**src/rtl/fpu_seq_pkg.sv**
```systemverilog
// Shared definitions for the FPU operation sequencer: register offsets,
// sequencer states and the values forced into RESULT/FLAGS on a timeout.
package fpu_seq_pkg;

  localparam logic [7:0] OFF_A      = 8'h00;
  localparam logic [7:0] OFF_B      = 8'h04;
  localparam logic [7:0] OFF_C      = 8'h08;
  localparam logic [7:0] OFF_RESULT = 8'h0C;
  localparam logic [7:0] OFF_FLAGS  = 8'h10;
  localparam logic [7:0] OFF_STATUS = 8'h14;
  localparam logic [7:0] OFF_IRQ_EN = 8'h18;
  localparam logic [7:0] OFF_OP     = 8'h1C;
  localparam logic [7:0] OFF_RM     = 8'h24;

  localparam logic [31:0] CANON_NAN = 32'h7FC0_0000;
  localparam logic [4:0]  FLAG_NV   = 5'b10000;

  typedef enum logic [1:0] {
    ST_IDLE  = 2'd0,
    ST_ISSUE = 2'd1,
    ST_WAIT  = 2'd2
  } seq_state_e;

  function automatic logic [31:0] apply_sel(input logic [31:0] old_v,
                                            input logic [31:0] new_v,
                                            input logic [3:0]  sel);
    logic [31:0] mask;
    mask = {{8{sel[3]}}, {8{sel[2]}}, {8{sel[1]}}, {8{sel[0]}}};
    return (old_v & ~mask) | (new_v & mask);
  endfunction

endpackage

```
**src/rtl/fpu_seq_wb_regs.sv**
```systemverilog
// Wishbone slave decode and register file of the FPU sequencer; the
// sequencer core reports completion through the cap_* event inputs.
module fpu_seq_wb_regs
  import fpu_seq_pkg::*;
#(
  parameter logic [31:0] BASE_ADDR = 32'h3000_0000
) (
  input  logic        clk_i,
  input  logic        rst_i,
  input  logic        wbs_cyc_i,
  input  logic        wbs_stb_i,
  input  logic        wbs_we_i,
  input  logic [3:0]  wbs_sel_i,
  input  logic [31:0] wbs_adr_i,
  input  logic [31:0] wbs_dat_i,
  output logic        wbs_ack_o,
  output logic [31:0] wbs_dat_o,
  input  logic        busy_i,
  input  logic        cap_valid_i,
  input  logic        cap_timeout_i,
  input  logic [31:0] fpu_result_i,
  input  logic [4:0]  fpu_flags_i,
  output logic [31:0] a_o,
  output logic [31:0] b_o,
  output logic [31:0] c_o,
  output logic [2:0]  rm_o,
  output logic [12:0] op_o,
  output logic        start_o,
  output logic        irq_o
);

  logic        ack_q, start_q, done_q, timeout_q, irq_en_q;
  logic [31:0] dat_q, a_q, b_q, c_q, result_q;
  logic [4:0]  flags_q;
  logic [2:0]  rm_q;
  logic [12:0] op_q;

  logic        ack_d, start_d, done_d, timeout_d, irq_en_d;
  logic [31:0] dat_d, a_d, b_d, c_d, result_d, rdata_s;
  logic [4:0]  flags_d;
  logic [2:0]  rm_d;
  logic [12:0] op_d;

  logic        acc_s, wr_s, cfg_wr_s, w1c_s;
  logic [7:0]  off_s;

  // The ack cycle itself never decodes, so a held strobe cannot be re-acked.
  assign off_s    = wbs_adr_i[7:0];
  assign acc_s    = wbs_cyc_i & wbs_stb_i & (wbs_adr_i[31:8] == BASE_ADDR[31:8]) & ~ack_q;
  assign wr_s     = acc_s & wbs_we_i;
  assign cfg_wr_s = wr_s & ~busy_i;
  assign w1c_s    = wr_s & (off_s == OFF_STATUS);

  assign ack_d    = acc_s;
  assign dat_d    = (acc_s && !wbs_we_i) ? rdata_s : 32'h0000_0000;
  assign start_d  = cfg_wr_s & (off_s == OFF_OP) & wbs_dat_i[13];
  assign a_d      = (cfg_wr_s && off_s == OFF_A) ? apply_sel(a_q, wbs_dat_i, wbs_sel_i) : a_q;
  assign b_d      = (cfg_wr_s && off_s == OFF_B) ? apply_sel(b_q, wbs_dat_i, wbs_sel_i) : b_q;
  assign c_d      = (cfg_wr_s && off_s == OFF_C) ? apply_sel(c_q, wbs_dat_i, wbs_sel_i) : c_q;
  assign rm_d     = (cfg_wr_s && off_s == OFF_RM) ? wbs_dat_i[2:0] : rm_q;
  assign op_d     = (cfg_wr_s && off_s == OFF_OP) ? wbs_dat_i[12:0] : op_q;
  assign irq_en_d = (wr_s && off_s == OFF_IRQ_EN) ? wbs_dat_i[0] : irq_en_q;

  // Completion events take priority over software clears in the same cycle.
  assign done_d    = cap_valid_i ? 1'b1 :
                     (start_d || (w1c_s && wbs_dat_i[1])) ? 1'b0 : done_q;
  assign timeout_d = cap_timeout_i ? 1'b1 :
                     (start_d || (w1c_s && wbs_dat_i[2])) ? 1'b0 : timeout_q;
  assign result_d  = cap_valid_i ? fpu_result_i : (cap_timeout_i ? CANON_NAN : result_q);
  assign flags_d   = cap_valid_i ? fpu_flags_i  : (cap_timeout_i ? FLAG_NV   : flags_q);

  // Read-data multiplexer over the register map.
  always_comb begin
    rdata_s = 32'h0000_0000;
    case (off_s)
      OFF_A:      rdata_s = a_q;
      OFF_B:      rdata_s = b_q;
      OFF_C:      rdata_s = c_q;
      OFF_RESULT: rdata_s = result_q;
      OFF_FLAGS:  rdata_s = {27'd0, flags_q};
      OFF_STATUS: rdata_s = {29'd0, timeout_q, done_q, busy_i};
      OFF_IRQ_EN: rdata_s = {31'd0, irq_en_q};
      OFF_OP:     rdata_s = {19'd0, op_q};
      OFF_RM:     rdata_s = {29'd0, rm_q};
      default:    rdata_s = 32'h0000_0000;
    endcase
  end

  // Register file state update.
  always_ff @(posedge clk_i) begin
    if (rst_i) begin
      ack_q     <= 1'b0;
      dat_q     <= 32'h0000_0000;
      start_q   <= 1'b0;
      a_q       <= 32'h0000_0000;
      b_q       <= 32'h0000_0000;
      c_q       <= 32'h0000_0000;
      rm_q      <= 3'd0;
      op_q      <= 13'd0;
      irq_en_q  <= 1'b0;
      done_q    <= 1'b0;
      timeout_q <= 1'b0;
      result_q  <= 32'h0000_0000;
      flags_q   <= 5'd0;
    end else begin
      ack_q     <= ack_d;
      dat_q     <= dat_d;
      start_q   <= start_d;
      a_q       <= a_d;
      b_q       <= b_d;
      c_q       <= c_d;
      rm_q      <= rm_d;
      op_q      <= op_d;
      irq_en_q  <= irq_en_d;
      done_q    <= done_d;
      timeout_q <= timeout_d;
      result_q  <= result_d;
      flags_q   <= flags_d;
    end
  end

  assign wbs_ack_o = ack_q;
  assign wbs_dat_o = dat_q;
  assign a_o       = a_q;
  assign b_o       = b_q;
  assign c_o       = c_q;
  assign rm_o      = rm_q;
  assign op_o      = op_q;
  assign start_o   = start_q;
  assign irq_o     = irq_en_q & (done_q | timeout_q);

endmodule

```
**src/rtl/fpu_op_sequencer.sv**
```systemverilog
// Wishbone-controlled FPU operation sequencer: launches one FPU operation per
// start command and collects its result, aborting after TIMEOUT wait cycles.
module fpu_op_sequencer
  import fpu_seq_pkg::*;
#(
  parameter logic [31:0] BASE_ADDR = 32'h3000_0000,
  parameter logic [15:0] TIMEOUT   = 16'd255
) (
  input  logic        wb_clk_i,
  input  logic        wb_rst_i,
  input  logic        wbs_cyc_i,
  input  logic        wbs_stb_i,
  input  logic        wbs_we_i,
  input  logic [3:0]  wbs_sel_i,
  input  logic [31:0] wbs_adr_i,
  input  logic [31:0] wbs_dat_i,
  output logic        wbs_ack_o,
  output logic [31:0] wbs_dat_o,
  output logic [31:0] fpu_a_o,
  output logic [31:0] fpu_b_o,
  output logic [31:0] fpu_c_o,
  output logic [2:0]  fpu_rm_o,
  output logic [12:0] fpu_op_o,
  output logic        fpu_valid_o,
  input  logic [31:0] fpu_result_i,
  input  logic [4:0]  fpu_flags_i,
  input  logic        fpu_valid_i,
  output logic        irq_o
);

  seq_state_e  state_q;
  logic [15:0] cnt_q;
  logic        valid_q;

  logic        start_s, busy_s, cap_valid_s, cap_timeout_s;
  logic [15:0] cnt_inc_s;

  // cnt_q counts completed WAIT cycles; the TIMEOUT-th one is terminal.
  assign busy_s        = (state_q != ST_IDLE);
  assign cnt_inc_s     = cnt_q + 16'd1;
  assign cap_valid_s   = (state_q == ST_WAIT) & fpu_valid_i;
  assign cap_timeout_s = (state_q == ST_WAIT) & ~fpu_valid_i & (cnt_inc_s >= TIMEOUT);

  fpu_seq_wb_regs #(
    .BASE_ADDR (BASE_ADDR)
  ) u_regs (
    .clk_i         (wb_clk_i),
    .rst_i         (wb_rst_i),
    .wbs_cyc_i     (wbs_cyc_i),
    .wbs_stb_i     (wbs_stb_i),
    .wbs_we_i      (wbs_we_i),
    .wbs_sel_i     (wbs_sel_i),
    .wbs_adr_i     (wbs_adr_i),
    .wbs_dat_i     (wbs_dat_i),
    .wbs_ack_o     (wbs_ack_o),
    .wbs_dat_o     (wbs_dat_o),
    .busy_i        (busy_s),
    .cap_valid_i   (cap_valid_s),
    .cap_timeout_i (cap_timeout_s),
    .fpu_result_i  (fpu_result_i),
    .fpu_flags_i   (fpu_flags_i),
    .a_o           (fpu_a_o),
    .b_o           (fpu_b_o),
    .c_o           (fpu_c_o),
    .rm_o          (fpu_rm_o),
    .op_o          (fpu_op_o),
    .start_o       (start_s),
    .irq_o         (irq_o)
  );

  // Sequencer FSM with the launch pulse registered alongside the state.
  always_ff @(posedge wb_clk_i) begin
    if (wb_rst_i) begin
      state_q <= ST_IDLE;
      cnt_q   <= 16'd0;
      valid_q <= 1'b0;
    end else begin
      case (state_q)
        ST_IDLE: begin
          if (start_s) begin
            state_q <= ST_ISSUE;
            valid_q <= 1'b1;
          end else begin
            state_q <= ST_IDLE;
            valid_q <= 1'b0;
          end
        end
        ST_ISSUE: begin
          state_q <= ST_WAIT;
          valid_q <= 1'b0;
          cnt_q   <= 16'd0;
        end
        ST_WAIT: begin
          valid_q <= 1'b0;
          if (cap_valid_s || cap_timeout_s) begin
            state_q <= ST_IDLE;
          end else begin
            cnt_q <= cnt_inc_s;
          end
        end
        default: begin
          state_q <= ST_IDLE;
          valid_q <= 1'b0;
        end
      endcase
    end
  end

  assign fpu_valid_o = valid_q;

endmodule

```
**config.mk**
```make
export PLATFORM = sky130hd
export DESIGN_NAME = fpu_op_sequencer
export DESIGN_NICKNAME = d
export VERILOG_FILES = /design/src/rtl/fpu_seq_pkg.sv /design/src/rtl/fpu_seq_wb_regs.sv /design/src/rtl/fpu_op_sequencer.sv
export SDC_FILE = /design/constraint.sdc
export NUM_CORES = 1
export LEC_CHECK = 0
export CAP_MARGIN = 20
export CORE_UTILIZATION = 30
export CTS_BUF_LIST = sky130_fd_sc_hd__clkbuf_4 sky130_fd_sc_hd__clkbuf_8
export CTS_CLUSTER_SIZE = 8
export DETAILED_ROUTE_END_ITERATION = 8
export DONT_BUFFER_PORTS = 1
export SLEW_MARGIN = 5
export SYNTH_ARGS = -nofsm -noshare
export SYNTH_HDL_FRONTEND = slang
export SYNTH_SLANG_ARGS = --single-unit
```
**constraint.sdc**
```tcl
create_clock -name wb_clk_i -period 8.1 [get_ports wb_clk_i]
set_input_delay 1.215 -clock wb_clk_i [delete_from_list [all_inputs] [get_ports wb_clk_i]]
set_output_delay 1.215 -clock wb_clk_i [all_outputs]
set_load 0.02 [all_outputs]
```
# ---- Yosys cells after proc, flatten, opt, wreduce, memory -nomap -nowiden
# Index checks and enable logic that the tools add are counted.
dict set report totals {
  regBits 205
  in_bits 111
  out_inout_bits 147
  elab_cells 95
}
dict set report classes {
  addsub 1
  n_lt_le_gt_ge 1
  eq_ne 13
  muxes 15
  n_bitwise 26
  n_reduce_logical 23
}
# operator count
set op_table {}
lappend op_table {{32-bit one-hot mux with 9 select lines} 1}
lappend op_table {{32-bit AND} 4}
lappend op_table {{32-bit bitwise OR} 3}
lappend op_table {{32-bit two-way mux} 2}
lappend op_table {{8-bit by 5-bit == test with 1-bit output (second input constant)} 4}
lappend op_table {{32-bit inverter} 1}
lappend op_table {{16-bit one-hot mux with 2 select lines} 1}
lappend op_table {{24-bit by 22-bit == test with 1-bit output (second input constant)} 1}
lappend op_table {{16-bit by 1-bit adder with 16-bit output (second input constant)} 1}
lappend op_table {{8-bit by 4-bit == test with 1-bit output (second input constant)} 2}
lappend op_table {{16-bit by 8-bit greater-or-equal comparator with 1-bit output (second input constant)} 1}
lappend op_table {{16-bit two-way mux} 1}
lappend op_table {{1-bit AND} 12}
lappend op_table {{5-bit two-way mux} 2}
lappend op_table {{2-bit nonzero test} 5}
lappend op_table {{1-bit logical AND} 9}
lappend op_table {{8-bit by 3-bit == test with 1-bit output (second input constant)} 1}
lappend op_table {{8-bit by 6-bit == test with 1-bit output (second input constant)} 1}
lappend op_table {{8-bit zero test} 1}
lappend op_table {{1-bit two-way mux} 6}
lappend op_table {{2-bit one-hot mux with 3 select lines} 1}
lappend op_table {{1-bit inverter} 5}
lappend op_table {{2-bit OR reduction} 2}
lappend op_table {{1-bit logical OR} 3}
lappend op_table {{other kinds (9)} 9}

# ---- Longest topological paths before layout
dict set report logic_depth {
  depth_word 10
  depth_mapped 10
  ltp_nobuf 8
}

# ---- Cells and area by module
# Synthesis repeated with hierarchy kept, for this count alone.
dict set report unflattened {
  hier_cells 847
  hier_area_um2 8544.4
}
# mod n_inst cells_per_inst area_each_um2 seq_area_each_um2
set modules_own_cells {}
lappend modules_own_cells {fpu_seq_wb_regs 1 720 7412.1 3723.6}
lappend modules_own_cells {fpu_op_sequencer 1 127 1132.3 380.4}

# ---- Worst setup path after synthesis
# Ideal clock, no wire load.
dict set report synth_timing {
  path_kind {input port to flip-flop}
  from {input port wbs_adr_i[18]}
  to {register u_regs.op_q[10], in the netlist u_regs.op_o[10]}
  setup_ns 0.128
  t_arrival_ns 3.078
  required_time_ns 7.972
  setup_slack_ns 4.894
  path_stages 8
  n_path_buf 2
  path_cell_list {or4_1 > nor4_2 > nand4_1 > nand2b_1 > clkbuf_1 > buf_4 > mux2i_1 > nor2_1}
}
dict set report synth_via {
  elab_chain_len 6
}
# item line
set synth_lines {}
lappend synth_lines {{start, declared} fpu_op_sequencer.sv:15} ;# input logic [31:0] wbs_adr_i,
lappend synth_lines {{24-bit by 22-bit == test with 1-bit output} fpu_seq_wb_regs.sv:49} ;# assign acc_s = wbs_cyc_i & wbs_stb_i & (wbs_adr_i[31:8] == BASE_ADDR[31:8]) & ~ack_q;
lappend synth_lines {{1-bit AND (2 in series)} fpu_seq_wb_regs.sv:49}
lappend synth_lines {{1-bit AND} fpu_seq_wb_regs.sv:50} ;# assign wr_s = acc_s & wbs_we_i;
lappend synth_lines {{1-bit AND} fpu_seq_wb_regs.sv:51} ;# assign cfg_wr_s = wr_s & ~busy_i;
lappend synth_lines {{1-bit logical AND} fpu_seq_wb_regs.sv:61} ;# assign op_d = (cfg_wr_s && off_s == OFF_OP) ? wbs_dat_i[12:0] : op_q;
lappend synth_lines {{end signal, assigned} fpu_seq_wb_regs.sv:113} ;# op_q <= op_d;
lappend synth_lines {{end, declared} fpu_seq_wb_regs.sv:36} ;# logic [12:0] op_q;
# No other way between the ends.
# A chain may end at the register's enable or synchronous reset.

==> impl_metrics.tcl <==
set metrics [dict create \
    ys_types 51 \
    place_hpwl_microns 19400 \
    end_kind "register" \
    path_clk_slew_ns 0.06 \
    hp-class "reg -> reg" \
    whs_endpoint "u_regs.result_q[10]" \
    ff2ff_path_depth 8 \
    pin_count 258 \
    finalMaxSlewViolations 0 \
    leakage_uw 0.00301 \
    fmax_mhz 261 \
    die_y_microns 168 \
    drive_gt1_share_pct 8.84 \
    syn-num-nets 1088 \
    worst_clock_skew_ns 0.0118 \
    nets 1066 \
    dr.pass1.iters 5 \
    synth_area_per_cell_sq_um 8.52 \
    routed_via_density 5.52 \
    ys_async_sr_fraction_pct 0 \
    grt_remaining_overflow 0 \
    synth-seq-area-share_pct 49.4 \
    h-tree-depth 2 \
    clock_path_buffers 3 \
    syn_inst 975 \
    whs_path_depth 1 \
    cp.arrival_ns 4.23 \
    hold_violations 0 \
    clk_latency_ns 0.52 \
    ant_nets 0 \
    start_util_pct 30.7 \
    required_ns 8.49 \
    post_cts.repair.setup_buffers 0 \
    core_sq_um 27000 \
    drc_errors 0 \
    grt_usage_pct 19.8 \
    grt_first_pass_wirelength_microns 43100 \
    synth-edff-count 0 \
    die_w_microns 168 \
    cts.sinks 205 \
    path_max_fanout 19 \
    ys_seq_elements 205 \
    rsz0062_at_grt "no" \
    io_buffers 0 \
    r2r-end "u_regs.result_q[12]" \
    seq_area_sq_um 4100 \
    antennaDiodeCount 0 \
    final-setup-viol-count 0 \
    cts_tree "done" \
    r2r-start "cnt_q[0]" \
    routabilityCongestion 0.831 \
    syn_area_sq_um 8310 \
    antenna_found_initial 0 \
    rows 60 \
    rrSetupSlack_ns 4.90 \
    wl_per_cell_microns 21.9 \
    setup_tns_ns 0 \
    crit_chain "or4_1 -> nor4_2 -> nand4_1 -> nor3_4 -> buf_4 -> nand2_1 -> nand2_1 -> a21oi_1" \
    outcome "finished clean" \
    hp-start "u_regs.result_q[10]" \
    drt_iter0_drc 469 \
    post-route-min-period_ns 3.83 \
    vias 7255 \
    cts_resized 0 \
    hold_slack_ns 0.475 \
    grt_max_degree 138 \
    powerDensity_nw_per_um2 215 \
    grt_pass1_vias 7071 \
    finalPower_uw 1980 \
    yosys_warnings 0 \
    finalCritPeriodShare_pct 47.3 \
    fillers 2802 \
    multi_input_area_sq_um 3920 \
    slowest_delay_ns 0.84 \
    clk_root_buffer_cell "clkbuf_8" \
    ys.flop_type "dfxtp_1" \
    postLayoutCoreUtil_pct 34.2 \
    crit_top_cell "nand2_1" \
    irDropWorstVdd_v 0.000130 \
    worst-setup-path-type "in -> reg" \
    drv_cap 0 \
    cts_hold_buf 0 \
    tightestPinTransition_ns 1.09 \
    cts-buffers-inserted 38 \
    slowest_stage "nor3_4" \
    relSlewSlack_pct 27.2 \
    area_delta_synth_final_pct 11.3 \
    wirelength_microns 28700 \
    start_kind "input pin" \
    dieArea_sq_um 28400 \
]
[cells in the final DEF (no fill, tap or decap), types with 3 or more instances in the layout]
cell / n
nand4_1: 7
a22oi_1: 50
clkbuf_4: 12
and2_1: 11
or2_2: 4
a22o_1: 27
nand3_1: 107
nor4_1: 4
nor2b_1: 7
o21ai_0: 27
clkbuf_8: 44
nor2_1: 64
buf_4: 8
a31oi_1: 3
dfxtp_1: 205
mux2i_1: 30
a21oi_1: 145
nand2_1: 142
and3_1: 3
nand2b_1: 6
or4_1: 4
a222oi_1: 6
a21o_1: 5
nor3_1: 6
[critical path: cells and delay by family]
family / cells / cell delay [ns]
AND/OR/NAND/NOR: 6 / 2.55
buffers and inverters: 1 / 0.37
AO/OA/AOI/OAI: 1 / 0.07
[cells in the mapped netlist, drive strengths merged, types with 2 or more instances]
| cell | count | area [sq um] |
|---|---|---|
| a21o | 5 | 37.5 |
| a21oi | 145 | 726 |
| a222oi | 6 | 60.1 |
| a22o | 27 | 236 |
| a22oi | 50 | 375 |
| a31oi | 3 | 18.8 |
| and2 | 11 | 68.8 |
| and2b | 2 | 15.0 |
| and3 | 3 | 18.8 |
| and4 | 3 | 28.8 |
| buf | 20 | 124 |
| clkbuf | 51 | 191 |
| dfxtp | 205 | 4100 |
| ha | 2 | 25.0 |
| mux2i | 30 | 300 |
| nand2 | 142 | 533 |
| nand2b | 6 | 37.5 |
| nand3 | 108 | 546 |
| nand3b | 2 | 15.0 |
| nand4 | 7 | 43.8 |
| nor2 | 66 | 248 |
| nor2b | 9 | 56.3 |
| nor3 | 10 | 72.6 |
| nor3b | 2 | 15.0 |
| nor4 | 5 | 37.5 |
| nor4b | 2 | 17.5 |
| o21ai | 27 | 135 |
| o2bb2ai | 2 | 36.3 |
| or2 | 4 | 25.0 |
| or3 | 2 | 12.5 |
| or3b | 2 | 17.5 |
| or4 | 4 | 30.0 |
| xor2 | 2 | 17.5 |
[where the power goes]
part | switching, uW | leakage (uW) | total (uW) | internal, uW
clock | 414 | 0.000380 | 957 | 543
combinational | 11.3 | 0.000981 | 18.6 | 7.29
sequential | 0.000000222 | 0.00165 | 1010 | 1010
total | 425 | 0.00301 | 1980 | 1560
[cell families (layout without fill, tap and decap cells)]
logic type               Yosys count  in the layout  synth area share, %
flip-flops                       205            205                 49.4
AND/OR/NAND/NOR                  392            392                 22.3
buffers and inverters             72             70                 3.84
AO/OA/AOI/OAI                    271            271                 20.2
multiplexers                      30             30                 3.61
adder cells (fa/ha/maj)            2              2                0.301
XOR/XNOR                           3              3                0.316
[routing by layer]
metal	vias to the layer above	share of wire [%]	track usage [%]
met5	-	0	0
li1	3438	-	-
met4	0	2.6	7.27
met3	55	10	6.77
met2	329	46	32.4
met1	3433	41	24.0
[how the worst max path moves through the flow]
stage          cells after the start         endpoint          start
6_report                           8         register  wbs_adr_i[18]
4_1_cts                            8         register  wbs_adr_i[18]
3_3_place_gp                       8         register  wbs_adr_i[18]
3_5_place_dp                       8         register  wbs_adr_i[18]
5_1_grt                            8         register  wbs_adr_i[18]
2_1_floorplan                      8  u_regs.op_o[10]  wbs_adr_i[18]
[layout make-up]
class | count | share of cell area (%)
clock buffers | 56 | 7.52
well taps | 341 | 4.61
flip-flops and latches | 205 | 44.4
multi-input cells | 698 | 42.4
inverters | 1 | 0.0406
repair buffers | 9 | 0.811
clock inverters | 4 | 0.270
[stage by stage]
step,setup WS [ns],std cells,area (sq um)
2_1_floorplan,4.89,975,8310
3_3_place_gp,3.83,1253,8520
3_5_place_dp,3.73,1253,8520
4_1_cts,4.27,1313,9240
5_1_grt,4.06,1314,9250
6_report,4.27,1314,9250
(Power assumes the default switching activity.)
